**config.mk**
```make
export PLATFORM = sky130hd
export DESIGN_NAME = piso_serializer
export DESIGN_NICKNAME = d
export VERILOG_FILES = /design/src/rtl/piso_serializer.sv
export SDC_FILE = /design/constraint.sdc
export NUM_CORES = 1
export LEC_CHECK = 0
export BUFFER_PORTS_ARGS = -buffer_cell sky130_fd_sc_hd__buf_4
export CAP_MARGIN = 20
export CORE_AREA = 3 3 40 42
export DETAILED_ROUTE_END_ITERATION = 6
export DIE_AREA = 0 0 43 45
export GPL_ROUTABILITY_DRIVEN = 0
export PLACE_DENSITY = 0.63
export SLEW_MARGIN = 40
export SYNTH_ARGS = -nofsm -noshare
export SYNTH_HDL_FRONTEND = slang
export SYNTH_SLANG_ARGS = --single-unit
```
**constraint.sdc**
```tcl
create_clock -name CLK -period 1.1 [get_ports CLK]
set_input_delay 0.22 -clock CLK [delete_from_list [all_inputs] [get_ports CLK]]
set_output_delay 0.22 -clock CLK [all_outputs]
set_load 0.01 [all_outputs]
```
**src/rtl/piso_serializer.sv**
```systemverilog
// Parallel-in serial-out shifter: takes a WIDTH-bit word on a valid/ready handshake.
// It then drives the word one bit at a time on SER_OUT, each bit held TICKS_PER_BIT cycles.
// Latency: first bit appears on the accept edge. DONE pulses for the cycle after the last bit.
// Backpressure: LOAD_READY is low for the whole frame, and LOAD_VALID is ignored while busy.
module piso_serializer #(
  parameter int WIDTH         = 4,
  parameter int TICKS_PER_BIT = 1,
  parameter bit MSB_FIRST     = 1'b1,
  parameter bit IDLE_LEVEL    = 1'b0
) (
  input  logic             CLK,
  input  logic             RST,
  input  logic             LOAD_VALID,
  output logic             LOAD_READY,
  input  logic [WIDTH-1:0] DATA_IN,
  output logic             SER_OUT,
  output logic             BUSY,
  output logic             DONE
);

  localparam int BW = $clog2(WIDTH + 1);
  localparam int TW = (TICKS_PER_BIT > 1) ? $clog2(TICKS_PER_BIT) : 1;
  localparam logic [BW-1:0] BIT_LAST  = BW'(WIDTH - 1);
  localparam logic [TW-1:0] TICK_LAST = TW'(TICKS_PER_BIT - 1);

  typedef enum logic {
    S_IDLE  = 1'b0,
    S_SHIFT = 1'b1
  } state_t;

  state_t           r_state;
  state_t           w_state_nxt;
  logic [WIDTH-1:0] r_shift;
  logic [WIDTH-1:0] w_shift_nxt;
  logic [BW-1:0]    r_bit_cnt;
  logic [BW-1:0]    w_bit_cnt_nxt;
  logic [TW-1:0]    r_tick_cnt;
  logic [TW-1:0]    w_tick_cnt_nxt;
  logic             r_done;
  logic             w_done_nxt;
  logic             w_head_bit;

  // State, shift register, counters and the DONE flop all reset asynchronously
  always_ff @(posedge CLK or posedge RST) begin
    if (RST) begin
      r_state    <= S_IDLE;
      r_shift    <= '0;
      r_bit_cnt  <= '0;
      r_tick_cnt <= '0;
      r_done     <= 1'b0;
    end else begin
      r_state    <= w_state_nxt;
      r_shift    <= w_shift_nxt;
      r_bit_cnt  <= w_bit_cnt_nxt;
      r_tick_cnt <= w_tick_cnt_nxt;
      r_done     <= w_done_nxt;
    end
  end

  // Next-state logic: accept in IDLE, then step ticks and bits until the last bit period ends
  always_comb begin
    w_state_nxt    = r_state;
    w_shift_nxt    = r_shift;
    w_bit_cnt_nxt  = r_bit_cnt;
    w_tick_cnt_nxt = r_tick_cnt;
    w_done_nxt     = 1'b0;
    case (r_state)
      S_IDLE: begin
        // LOAD_READY is high throughout IDLE, so LOAD_VALID alone completes the handshake
        if (LOAD_VALID) begin
          w_shift_nxt    = DATA_IN;
          w_bit_cnt_nxt  = '0;
          w_tick_cnt_nxt = '0;
          w_state_nxt    = S_SHIFT;
        end
      end
      S_SHIFT: begin
        if (r_tick_cnt == TICK_LAST) begin
          w_tick_cnt_nxt = '0;
          w_shift_nxt    = MSB_FIRST ? (r_shift << 1) : (r_shift >> 1);
          if (r_bit_cnt == BIT_LAST) begin
            w_bit_cnt_nxt = '0;
            w_state_nxt   = S_IDLE;
            w_done_nxt    = 1'b1;
          end else begin
            w_bit_cnt_nxt = r_bit_cnt + BW'(1);
          end
        end else begin
          w_tick_cnt_nxt = r_tick_cnt + TW'(1);
        end
      end
      default: begin
        w_state_nxt = S_IDLE;
      end
    endcase
  end

  // The bit on the wire is always the head of the shift register, whichever end leads
  assign w_head_bit = MSB_FIRST ? r_shift[WIDTH-1] : r_shift[0];

  // Outputs decode only registered state, so reset reaches them without waiting for a clock
  assign LOAD_READY = (r_state == S_IDLE);
  assign BUSY       = (r_state == S_SHIFT);
  assign SER_OUT    = (r_state == S_SHIFT) ? w_head_bit : IDLE_LEVEL;
  assign DONE       = r_done;

endmodule

```
[After elaboration in Yosys (flattened, before gate mapping)]
Cells that the tools add are included.
Storage, ports and cells
  register bits after elaboration: 10
  input port bits: 7
  output and inout port bits: 4
  word-level logic and storage cells: 30
Cells by class
  add/sub/neg operators: 2
  equal/unequal tests: 3
  muxes and demuxes: 18
  bitwise logic cells: 1
  reduce and logical (&&, ||, !) cells: 1
Operator list (number)
  $mux W1: 9
  $mux W3: 3
  $mux W4: 2
  $pmux W4 S2: 1
  $pmux W3 S2: 1
  $ne A2 B2 Y1 const B: 2
  $pmux W1 S2: 2
  $add A3 B1 Y3 const B: 1
  $eq A3 B2 Y1 const B: 1
  $reduce_and A2 Y1: 1
  $add A1 B1 Y1 const B: 1
  $not A1 Y1: 1

[Depth between registers and ports, before layout]
Gate-level depths: netlist of run 1.
  word-level depth: 4
  depth in mapped cells: 3

[Worst setup path after synthesis of run 1]
Ideal clock, no wire load.
  path kind: register to register
  from: register r_bit_cnt[0]
  to: register r_done (netlist: DONE)
  data arrival time: 0.856 ns
  required time: 0.981 ns
  setup slack: 0.125 ns
  stages on the path, launching flop included: 4
  path buffers: 0
  period minus slack after synthesis: 0.975 ns
  cells stage by stage: dfrtp_1 ha_1 nor2b_1 and2_1
Between the ends
  cells in the longest elaborated chain, start to end: 4
Ends and longest elaborated chain
  start, declared: RTL line 35  | logic [BW-1:0] r_bit_cnt;
  start signal, assigned: RTL line 54  | r_bit_cnt <= w_bit_cnt_nxt;
  $eq A3 B2 Y1: RTL line 81  | if (r_bit_cnt == BIT_LAST) begin
  $mux W1: RTL line 81
  $mux W1: RTL line 78  | if (r_tick_cnt == TICK_LAST) begin
  $mux W1: RTL line 67  | case (r_state)
  via w_done_nxt: RTL line 40  | logic w_done_nxt;
  end signal, assigned: RTL line 56  | r_done <= w_done_nxt;
  end, declared: RTL line 39  | logic r_done;
The timed path passes the listed nets, and every way through them passes these cells.
A chain may end at the register's enable or synchronous reset.

[Final worst setup path of run 1]
  from: register r_state (netlist: BUSY)
  to: output BUSY
RTL lines
  start, declared: RTL line 31  | state_t r_state;
  start signal, assigned: RTL line 52  | r_state <= w_state_nxt;
  end, declared: RTL line 17  | output logic BUSY,
No word-level cell between the ends.

==> results of run 1 <==
==> final timing paths <==
| kind | start | end | slack, ps | cells past startpoint |
|---|---|---|---|---|
| setup / recovery | BUSY$_DFF_PP0_ | BUSY | -70 | 2 |
| hold / removal | DATA_IN[0] | r_shift[0]$_DFFE_PP0P_ | 210 | 3 |
| setup reg to reg | BUSY$_DFF_PP0_ | r_shift[3]$_DFFE_PP0P_ | 40 | 5 |
| hold reg to reg | r_shift[0]$_DFFE_PP0P_ | r_shift[1]$_DFFE_PP0P_ | 490 | 2 |
| max in group asynchronous | RST | BUSY$_DFF_PP0_ | 360 | 3 |
| min in group asynchronous | RST | r_bit_cnt[0]$_DFFE_PP0P_ | 460 | 3 |
==> state kept, by name, indices dropped and copies added, names as in the netlist <==
signal	cells
r_bit_cnt	3
r_shift	4
BUSY	1
DONE	1
==> routing by layer <==
metal,vias up,track usage
li1,155,-
met1,122,0.110
met2,11,0.126
met3,2,0.0319
met4,0,0.0904
met5,-,0
==> power by group through the flow <==
stage               combinational, mW  clock (mW)  sequential, mW
finish                          0.676       0.259           0.516
global route                    0.756       0.286           0.531
CTS                             0.665       0.269           0.515
detailed placement              0.512           0           0.533
global placement                0.496           0           0.528
floorplan                       0.313           0           0.533
==> metrics by stage <==
step | hold slack (ps) | TNS [ps]
after floorplan | 47.9 | 0
after global placement | 202 | 0
after detailed placement | 206 | 0
after CTS | 204 | -207
after global routing | 228 | -305
final | 206 | -186
==> cell type report <==
cell class / count / area, um2 / area share
sequential: 9 / 226 / 0.391
multi-input combinational: 23 / 165 / 0.285
timing repair buffer: 16 / 134 / 0.231
clock buffer: 3 / 22.5 / 0.0389
tap: 15 / 18.8 / 0.0324
inverter: 2 / 7.51 / 0.0130
clock inverter: 1 / 5.00 / 0.00864
==> cells in the final DEF (no fill, tap or decap) <==
cell | netlist | routed
dlygate4sd3_1 | 0 | 1
inv_1 | 2 | 1
o21a_1 | 1 | 1
buf_4 | 0 | 12
nand2_1 | 4 | 4
clkinv_2 | 0 | 1
and2_4 | 0 | 1
o2bb2ai_1 | 2 | 2
dfrtp_2 | 0 | 1
clkbuf_4 | 0 | 3
nor2_4 | 0 | 1
nor2b_1 | 2 | 2
a21oi_1 | 1 | 1
and2_1 | 1 | 1
o21ai_2 | 0 | 1
nor2_1 | 1 | 1
ha_1 | 1 | 1
o21ai_1 | 3 | 2
mux2i_1 | 4 | 4
nand2b_1 | 1 | 1
dfrtp_1 | 9 | 8
inv_2 | 0 | 1
buf_6 | 2 | 3
==> cell families (layout without fill, tap and decap cells) <==
logic type,Yosys count,after routing,synth area share
compound gates,7,7,0.110
fa+ha+maj,1,1,0.0305
buf+inv,4,22,0.0732
flops,9,9,0.549
mux,4,4,0.0976
simple gates,11,11,0.140
==> critical path: stages (launching register included) <==
cell and delay (ps):
dfrtp_2 420, buf_4 130, buf_4 130
==> repair_timing <==
action,in CTS,in global routing
setup buffers,3,0
resized for setup,6,2
hold buffers,1,0
pin swaps,1,1
endpoints found under the hold margin,9,0
setup endpoints to repair,3,7
==> flow_summary.ini, run 1 <==
[outcome]
status = finished with violations
violations = negative setup slack

[floorplan]
die_area_mm2 = 0.00194
die_x_um = 43
pin_count = 11
coreArea_mm2 = 0.00128
placementRows = 13
die-height_um = 45
start_util = 0.319

[route]
ant_nets = 0
firstDrtPassIters = 4
drc = 0
wl_per_cell_um = 10.4
viasPerCell = 4.20
num_vias = 290
drtIter0Drc = 3
totalWireLength_um = 717
route.met2.wl_um = 298
wl_met3_um = 63
routed.top_layer = met4
drt-met1-wl_um = 337

[placed_design]
hpwl_um = 514
post-place-ws_ps = 94.9
io_buffers = 10
dpl-instance-area_um2 = 497
place_inst = 61

[power_and_ir_drop]
p_per_area_mw_per_mm2 = 2500
total_power_mw = 1.45
p_int_mw = 0.969
combPwrFrac = 0.466
swShare = 0.332
switchingPower_mw = 0.482
pwr-share-clk = 0.178
seq_power_share = 0.356
p_leak_nw = 0.293
ir_worst_vdd_v = 0.00106

[cells_and_area]
antenna_cells = 0
final_core_utilization = 0.451
drive_above_1_share = 0.444
fin_area_um2 = 579
nNetsFinal = 63
final_cells = 69
nFillCells = 134
area_delta_synth_final_pct = 41.2

[timing]
period_share = 1.06
rsz0062_at_grt = yes
clock_skew_ps = 6.57
fmax_mhz = 855
finalHoldViolations = 0
setup_viol = 3
worstMarginPinSlew_ps = 344
layout_setup_ws_ps = -69.9
maxSlewHeadroom = 0.771
period_needed_ps = 1170
slew_viol_final = 0

[synth]
synth_area_leaders = dfrtp_1 (55%), mux2i_1 (9.8%), buf_6 (5.5%), o2bb2ai_1 (4.3%), o21ai_1 (3.7%)
syn_inst = 36
synth_common_cells = dfrtp_1 (9), mux2i_1 (4), nand2_1 (4)
ys_ff_latch = 9
syn-cell-area_um2 = 410
synth_cell_types = 16
yosys.area.top_type = dfrtp_1
async_flop_share = 1.00
synth_top_area_frac = 0.549
synth_ff_type = dfrtp_1
ys.warnings.count = 0
synth_most_common_cell = dfrtp_1
synth_nets = 44
avgSynthCellArea_um2 = 11.4
ys_seq_area_frac = 0.549
synth-edff-count = 0

[cts]
clock-sinks = 9
cts_buffer_depth = 2
cts_root_buf = clkbuf_4
insertion_delay_ps = 270
cts_buffers = 3
cts_tree = done
h-tree-depth = 1
clk_pin_slew_worst_paths_ps = 70

[setup_path]
cp.arrival_ps = 950
start_kind = flip-flop
cp-end-kind = output port
cp.required_ps = 880
crit_type = reg2out
worst-path-max-fanout = 3

[global_route]
grt_pass1_vias = 311
antenna_found_initial = 0
grt-ovfl-total = 0
grt_pass1_wl_mm = 1.24
grt_use_total = 0.0919
grt_max_degree = 10

[hold_path]
timing.hold.worst.class = in2reg

[run]
drv_cap = 0
No activity file was read; power rests on OpenSTA's default activity.
==> inputs of run 2 (changes only) <==
--- a/config.mk
+++ b/config.mk
@@ -11,7 +11,6 @@
 export DETAILED_ROUTE_END_ITERATION = 6
 export DIE_AREA = 0 0 43 45
 export GPL_ROUTABILITY_DRIVEN = 0
-export PLACE_DENSITY = 0.63
 export SLEW_MARGIN = 40
 export SYNTH_ARGS = -nofsm -noshare
 export SYNTH_HDL_FRONTEND = slang
==> run 2 against run 1 <==
  * The flow still finishes with violations (negative setup slack)
  * Sequential cell count is the same
  * Maximum frequency grew 1.4%
  * Non-clock buffer count is the same
  * Final area grew 3.2%
  * Count of clock-buffer cells in the layout grew 1
  * Critical path depth grew 1
  * Register-to-register slack is essentially flat
  * Final cell count is the same
  * Clock skew is essentially flat
  * Total power grew 4.3%
  * Routed wire length grew 0.84%
==> flow_summary.ini, run 2 (synthesized netlist as in run 1, its figures left out) <==
[power_and_ir_drop]
total_power_mw = 1.51
pwr-share-clk = 0.162
ir_worst_vdd_v = 0.00123
p_int_mw = 1.04
switchingPower_mw = 0.476
swShare = 0.315
p_per_area_mw_per_mm2 = 2530
p_leak_nw = 0.304
combPwrFrac = 0.496
seq_power_share = 0.342

[cts]
cts_buffer_depth = 2
cts_buffers = 3
cts_root_buf = clkbuf_4
cts_tree = done
h-tree-depth = 1
clk_pin_slew_worst_paths_ps = 60
insertion_delay_ps = 260
clock-sinks = 9

[hold_path]
holdCritStartpoint = DATA_IN[0]
timing.hold.worst.class = in2reg

[global_route]
antenna_found_initial = 0
grt_max_degree = 10
grt-ovfl-total = 0
grt_pass1_vias = 318
grt_use_total = 0.0936
grt_pass1_wl_mm = 1.26

[cells_and_area]
final_cell_mix = dfrtp_1 (9), buf_4 (9), buf_6 (5), mux2i_1 (4), nand2_1 (4)
fin_area_um2 = 598
final_core_utilization = 0.465
largest_registers = r_shift: 4 flops, r_bit_cnt: 3 flops
area_delta_synth_final_pct = 45.7
regMostFlops = r_shift
nNetsFinal = 63
drive_above_1_share = 0.426
largest_reg_flops = 4
antenna_cells = 0

[setup_path]
cpMostUsedCell = buf_6
cp.required_ps = 880
cp_slowest_cell = dfrtp_1
critPathMaxStageDelay_ps = 410
worst-path-max-fanout = 3
cp.arrival_ps = 930
worst-path-buf-inv = 3
r2r-start = r_bit_cnt[0]$_DFFE_PP0P_
start_kind = flip-flop
crit_start = BUSY$_DFF_PP0_
cp-end-kind = output port
crit_family = flip-flops
path_cells = buf_6, inv_2, buf_6
crit_type = reg2out

[timing]
period_needed_ps = 1150
finalHoldViolations = 0
setup_viol = 3
worstMarginPinSlew_ps = 339
clock_skew_ps = 6.86
slew_viol_final = 0
layout_setup_ws_ps = -53.9
fmax_mhz = 867
maxSlewHeadroom = 0.774
period_share = 1.05
rsz0062_at_grt = yes

[floorplan]
die_x_um = 43
start_util = 0.319
placementRows = 13
die_area_mm2 = 0.00194
pin_count = 11
die-height_um = 45
coreArea_mm2 = 0.00128

[placed_design]
io_buffers = 10
hpwl_um = 519
dpl-instance-area_um2 = 497

[route]
drc = 0
totalWireLength_um = 723
firstDrtPassIters = 3
ant_nets = 0
drtIter0Drc = 2
wl_per_cell_um = 10.5
num_vias = 301
viasPerCell = 4.36

[run]
drv_cap = 0

[outcome]
status = finished with violations
violations = negative setup slack
[run 2: routing by layer]
layer / track usage / wire (um)
met1: 0.108 / 295
met2: 0.141 / 345
met3: 0.0717 / 74
met4: 0.0181 / 8
met5: 0 / 0
[run 2: what timing repair did]
item	in CTS	in global routing
buffers inserted	2	1
pin swaps	1	1
setup endpoints to repair	3	6
endpoints found under the hold margin	9	0
hold buffers	1	0
gates resized for setup	8	4
gates cloned	0	0
[run 2: worst paths after layout]
path,cells after the start,endpoint,slack (ps)
max,3,LOAD_READY,-50
min,3,r_shift[0]$_DFFE_PP0P_,220
max reg2reg,3,DONE$_DFF_PP0_,30
min reg2reg,2,r_shift[1]$_DFFE_PP0P_,480
max in group asynchronous,3,r_bit_cnt[2]$_DFFE_PP0P_,360
min in group asynchronous,3,r_shift[1]$_DFFE_PP0P_,490
[run 2: tightest hold or removal path, stage by stage]
cell and delay [ps]:
buf_4 70, mux2i_1 50, nor2_1 90
[run 2: per-stage QoR]
step                setup TNS, ps  setup WS, ps  instances  hold slack, ps
finish                       -138         -53.9         69             224
global route                 -311          -104         69             248
CTS                          -168         -62.7         68             218
detailed placement              0          80.2         61             205
global placement                0           109         61             202
floorplan                       0           125         36            47.9
[run 2: power by group through the flow]
stage | registers [mW] | clock network (mW) | logic [mW]
final | 0.518 | 0.245 | 0.750
after detailed placement | 0.512 | 0 | 0.531
after global placement | 0.509 | 0 | 0.516
after floorplan | 0.533 | 0 | 0.313
after CTS | 0.517 | 0.261 | 0.674
after global routing | 0.535 | 0.280 | 0.836
[run 2: cell type report]
cell class / count / area, um2
inverters: 2 / 7.51
fillers: 119 / 687
flip-flops and latches: 9 / 225
clock buffers: 4 / 26.3
multi-input cells: 23 / 171
repair buffers: 16 / 149
well taps: 15 / 18.8
==> inputs of run 3 (changes only) <==
--- a/config.mk
+++ b/config.mk
@@ -7,9 +7,9 @@
 export LEC_CHECK = 0
 export BUFFER_PORTS_ARGS = -buffer_cell sky130_fd_sc_hd__buf_4
 export CAP_MARGIN = 20
-export CORE_AREA = 3 3 40 42
+export CORE_AREA = 2 2 39 41
 export DETAILED_ROUTE_END_ITERATION = 6
-export DIE_AREA = 0 0 43 45
+export DIE_AREA = 0 0 41 43
 export GPL_ROUTABILITY_DRIVEN = 0
 export SLEW_MARGIN = 40
 export SYNTH_ARGS = -nofsm -noshare
==> run 3 against run 2 <==
  * The run still ends with negative setup slack left
  * Critical path depth shrank 1
  * Utilization shrank 4.2 points
  * Global-route usage grew 0.68 points
  * Final area shrank 2.1%
  * Worst setup slack gained 16 ps
  * Non-clock buffer count shrank 1
  * Worst hold slack lost 1.5 ps
  * Combinational power shrank 5.6%
  * Count of clock-buffer cells in the layout is the same
  * Via count is the same
  * Sequential power is essentially flat
==> flow_summary.ini, run 3 (synthesized netlist as in run 1, its figures left out) <==
[outcome]
status = finished with violations
violations = negative setup slack

[global_route]
met3_usage = 0.0314
grt_pass1_wl_mm = 1.12
grt-ovfl-total = 0
antenna_found_initial = 0
grt_use_total = 0.100
grt_use_met2 = 0.156
grt_max_degree = 10
use_met1 = 0.103
grt_pass1_vias = 286
busiest_layer = met2

[floorplan]
die-height_um = 43
pin_count = 11
start_util = 0.297
coreArea_mm2 = 0.00138
die_area_mm2 = 0.00176
die_x_um = 41
placementRows = 14

[cells_and_area]
final_core_utilization = 0.423
largest_reg_flops = 4
regMostFlops = r_shift
nNetsFinal = 62
largest_registers = r_shift: 4 flops, r_bit_cnt: 3 flops
antenna_cells = 0
final_common_cell = dfrtp_1
drive_above_1_share = 0.434
fin_area_um2 = 586
nFillCells = 138
final_cell_mix = dfrtp_1 (9), buf_4 (8), buf_6 (6), mux2i_1 (4), nand2_1 (4)
area_delta_synth_final_pct = 42.7

[timing]
slew_viol_final = 0
setup_viol = 3
final.setup.tns_ps = -89.5
clock_skew_ps = 0.696
fmax_mhz = 879
finalHoldViolations = 0
maxSlewHeadroom = 0.772
layout_setup_ws_ps = -37.5
worstMarginPinSlew_ps = 342
rsz0062_at_grt = yes
period_share = 1.03
period_needed_ps = 1140

[setup_path]
cp-end-kind = output port
worst-path-max-fanout = 3
path_cells = and2_4, buf_6
cp_slowest_cell = dfrtp_1
cp.required_ps = 880
start_kind = flip-flop
cp.arrival_ps = 920
critPathMaxStageDelay_ps = 410
crit_type = reg2out

[route]
viasPerCell = 4.36
firstDrtPassIters = 4
drc = 0
totalWireLength_um = 678
wl_per_cell_um = 9.83
num_vias = 301
ant_nets = 0
drtIter0Drc = 3

[placed_design]
post-place-ws_ps = 92.4
dpl-instance-area_um2 = 498
io_buffers = 10
hpwl_um = 536

[cts]
cts_root_buf = clkbuf_4
insertion_delay_ps = 250
h-tree-depth = 1
cts_buffer_depth = 2
clock-sinks = 9
cts_tree = done
clk_pin_slew_worst_paths_ps = 60
cts_buffers = 3

[power_and_ir_drop]
total_power_mw = 1.47
p_leak_nw = 0.296
ir_worst_vdd_v = 0.000884
p_per_area_mw_per_mm2 = 2510

[hold_path]
timing.hold.worst.class = in2reg

[run]
drv_cap = 0
run 3: layer usage:
layer / up-vias / wire length, um
met2: 9 / 366
li1: 154 / -
met1: 138 / 279
met4: 0 / 0
met3: 0 / 33
met5: - / 0
run 3: critical path, delay by kind of cell, from the launching register on:
family / cells / cell delay, ps
simple gates: 1 / 150
flops: 1 / 410
buf+inv: 1 / 110
run 3: power by group:
group,leakage (nW),switching (mW),total (mW),internal [mW]
registers,0.116,0.0680,0.516,0.448
logic,0.165,0.288,0.708,0.420
clock network,0.0150,0.107,0.246,0.139
total,0.296,0.463,1.47,1.01
run 3: metrics by stage:
step                cells  hold slack, ps
finish                 69             223
global route           69             226
CTS                    69             226
detailed placement     62             210
global placement       62             212
floorplan              36            47.9
run 3: repair_timing:
action	CTS	global route
pin swaps	1	1
endpoints found under the setup margin	3	8
hold buffers	1	0
buffers inserted	2	0
endpoints found under the hold margin	9	0
gates resized for setup	7	5
run 3: layout make-up:
| type | count | area (um2) | area share |
|---|---|---|---|
| Timing Repair Buffer | 15 | 138 | 0.235 |
| Clock buffer | 4 | 26.3 | 0.0449 |
| Multi-Input combinational cell | 23 | 169 | 0.288 |
| Inverter | 2 | 7.51 | 0.0128 |
| Sequential cell | 9 | 225 | 0.385 |
| Tap cell | 16 | 20.0 | 0.0342 |
run 3: path summary, 6_finish.rpt:
check	start	to	slack [ps]	depth (start not counted)
worst min-delay path	DATA_IN[0]	r_shift[0]$_DFFE_PP0P_	220	3
worst max register to register	BUSY$_DFF_PP0_	r_bit_cnt[1]$_DFFE_PP0P_	60	4
min in group asynchronous	RST	r_bit_cnt[0]$_DFFE_PP0P_	490	3
worst max-delay path	BUSY$_DFF_PP0_	SER_OUT	-40	2
max in group asynchronous	RST	r_shift[1]$_DFFE_PP0P_	360	3
worst min register to register	r_shift[0]$_DFFE_PP0P_	r_shift[1]$_DFFE_PP0P_	490	2
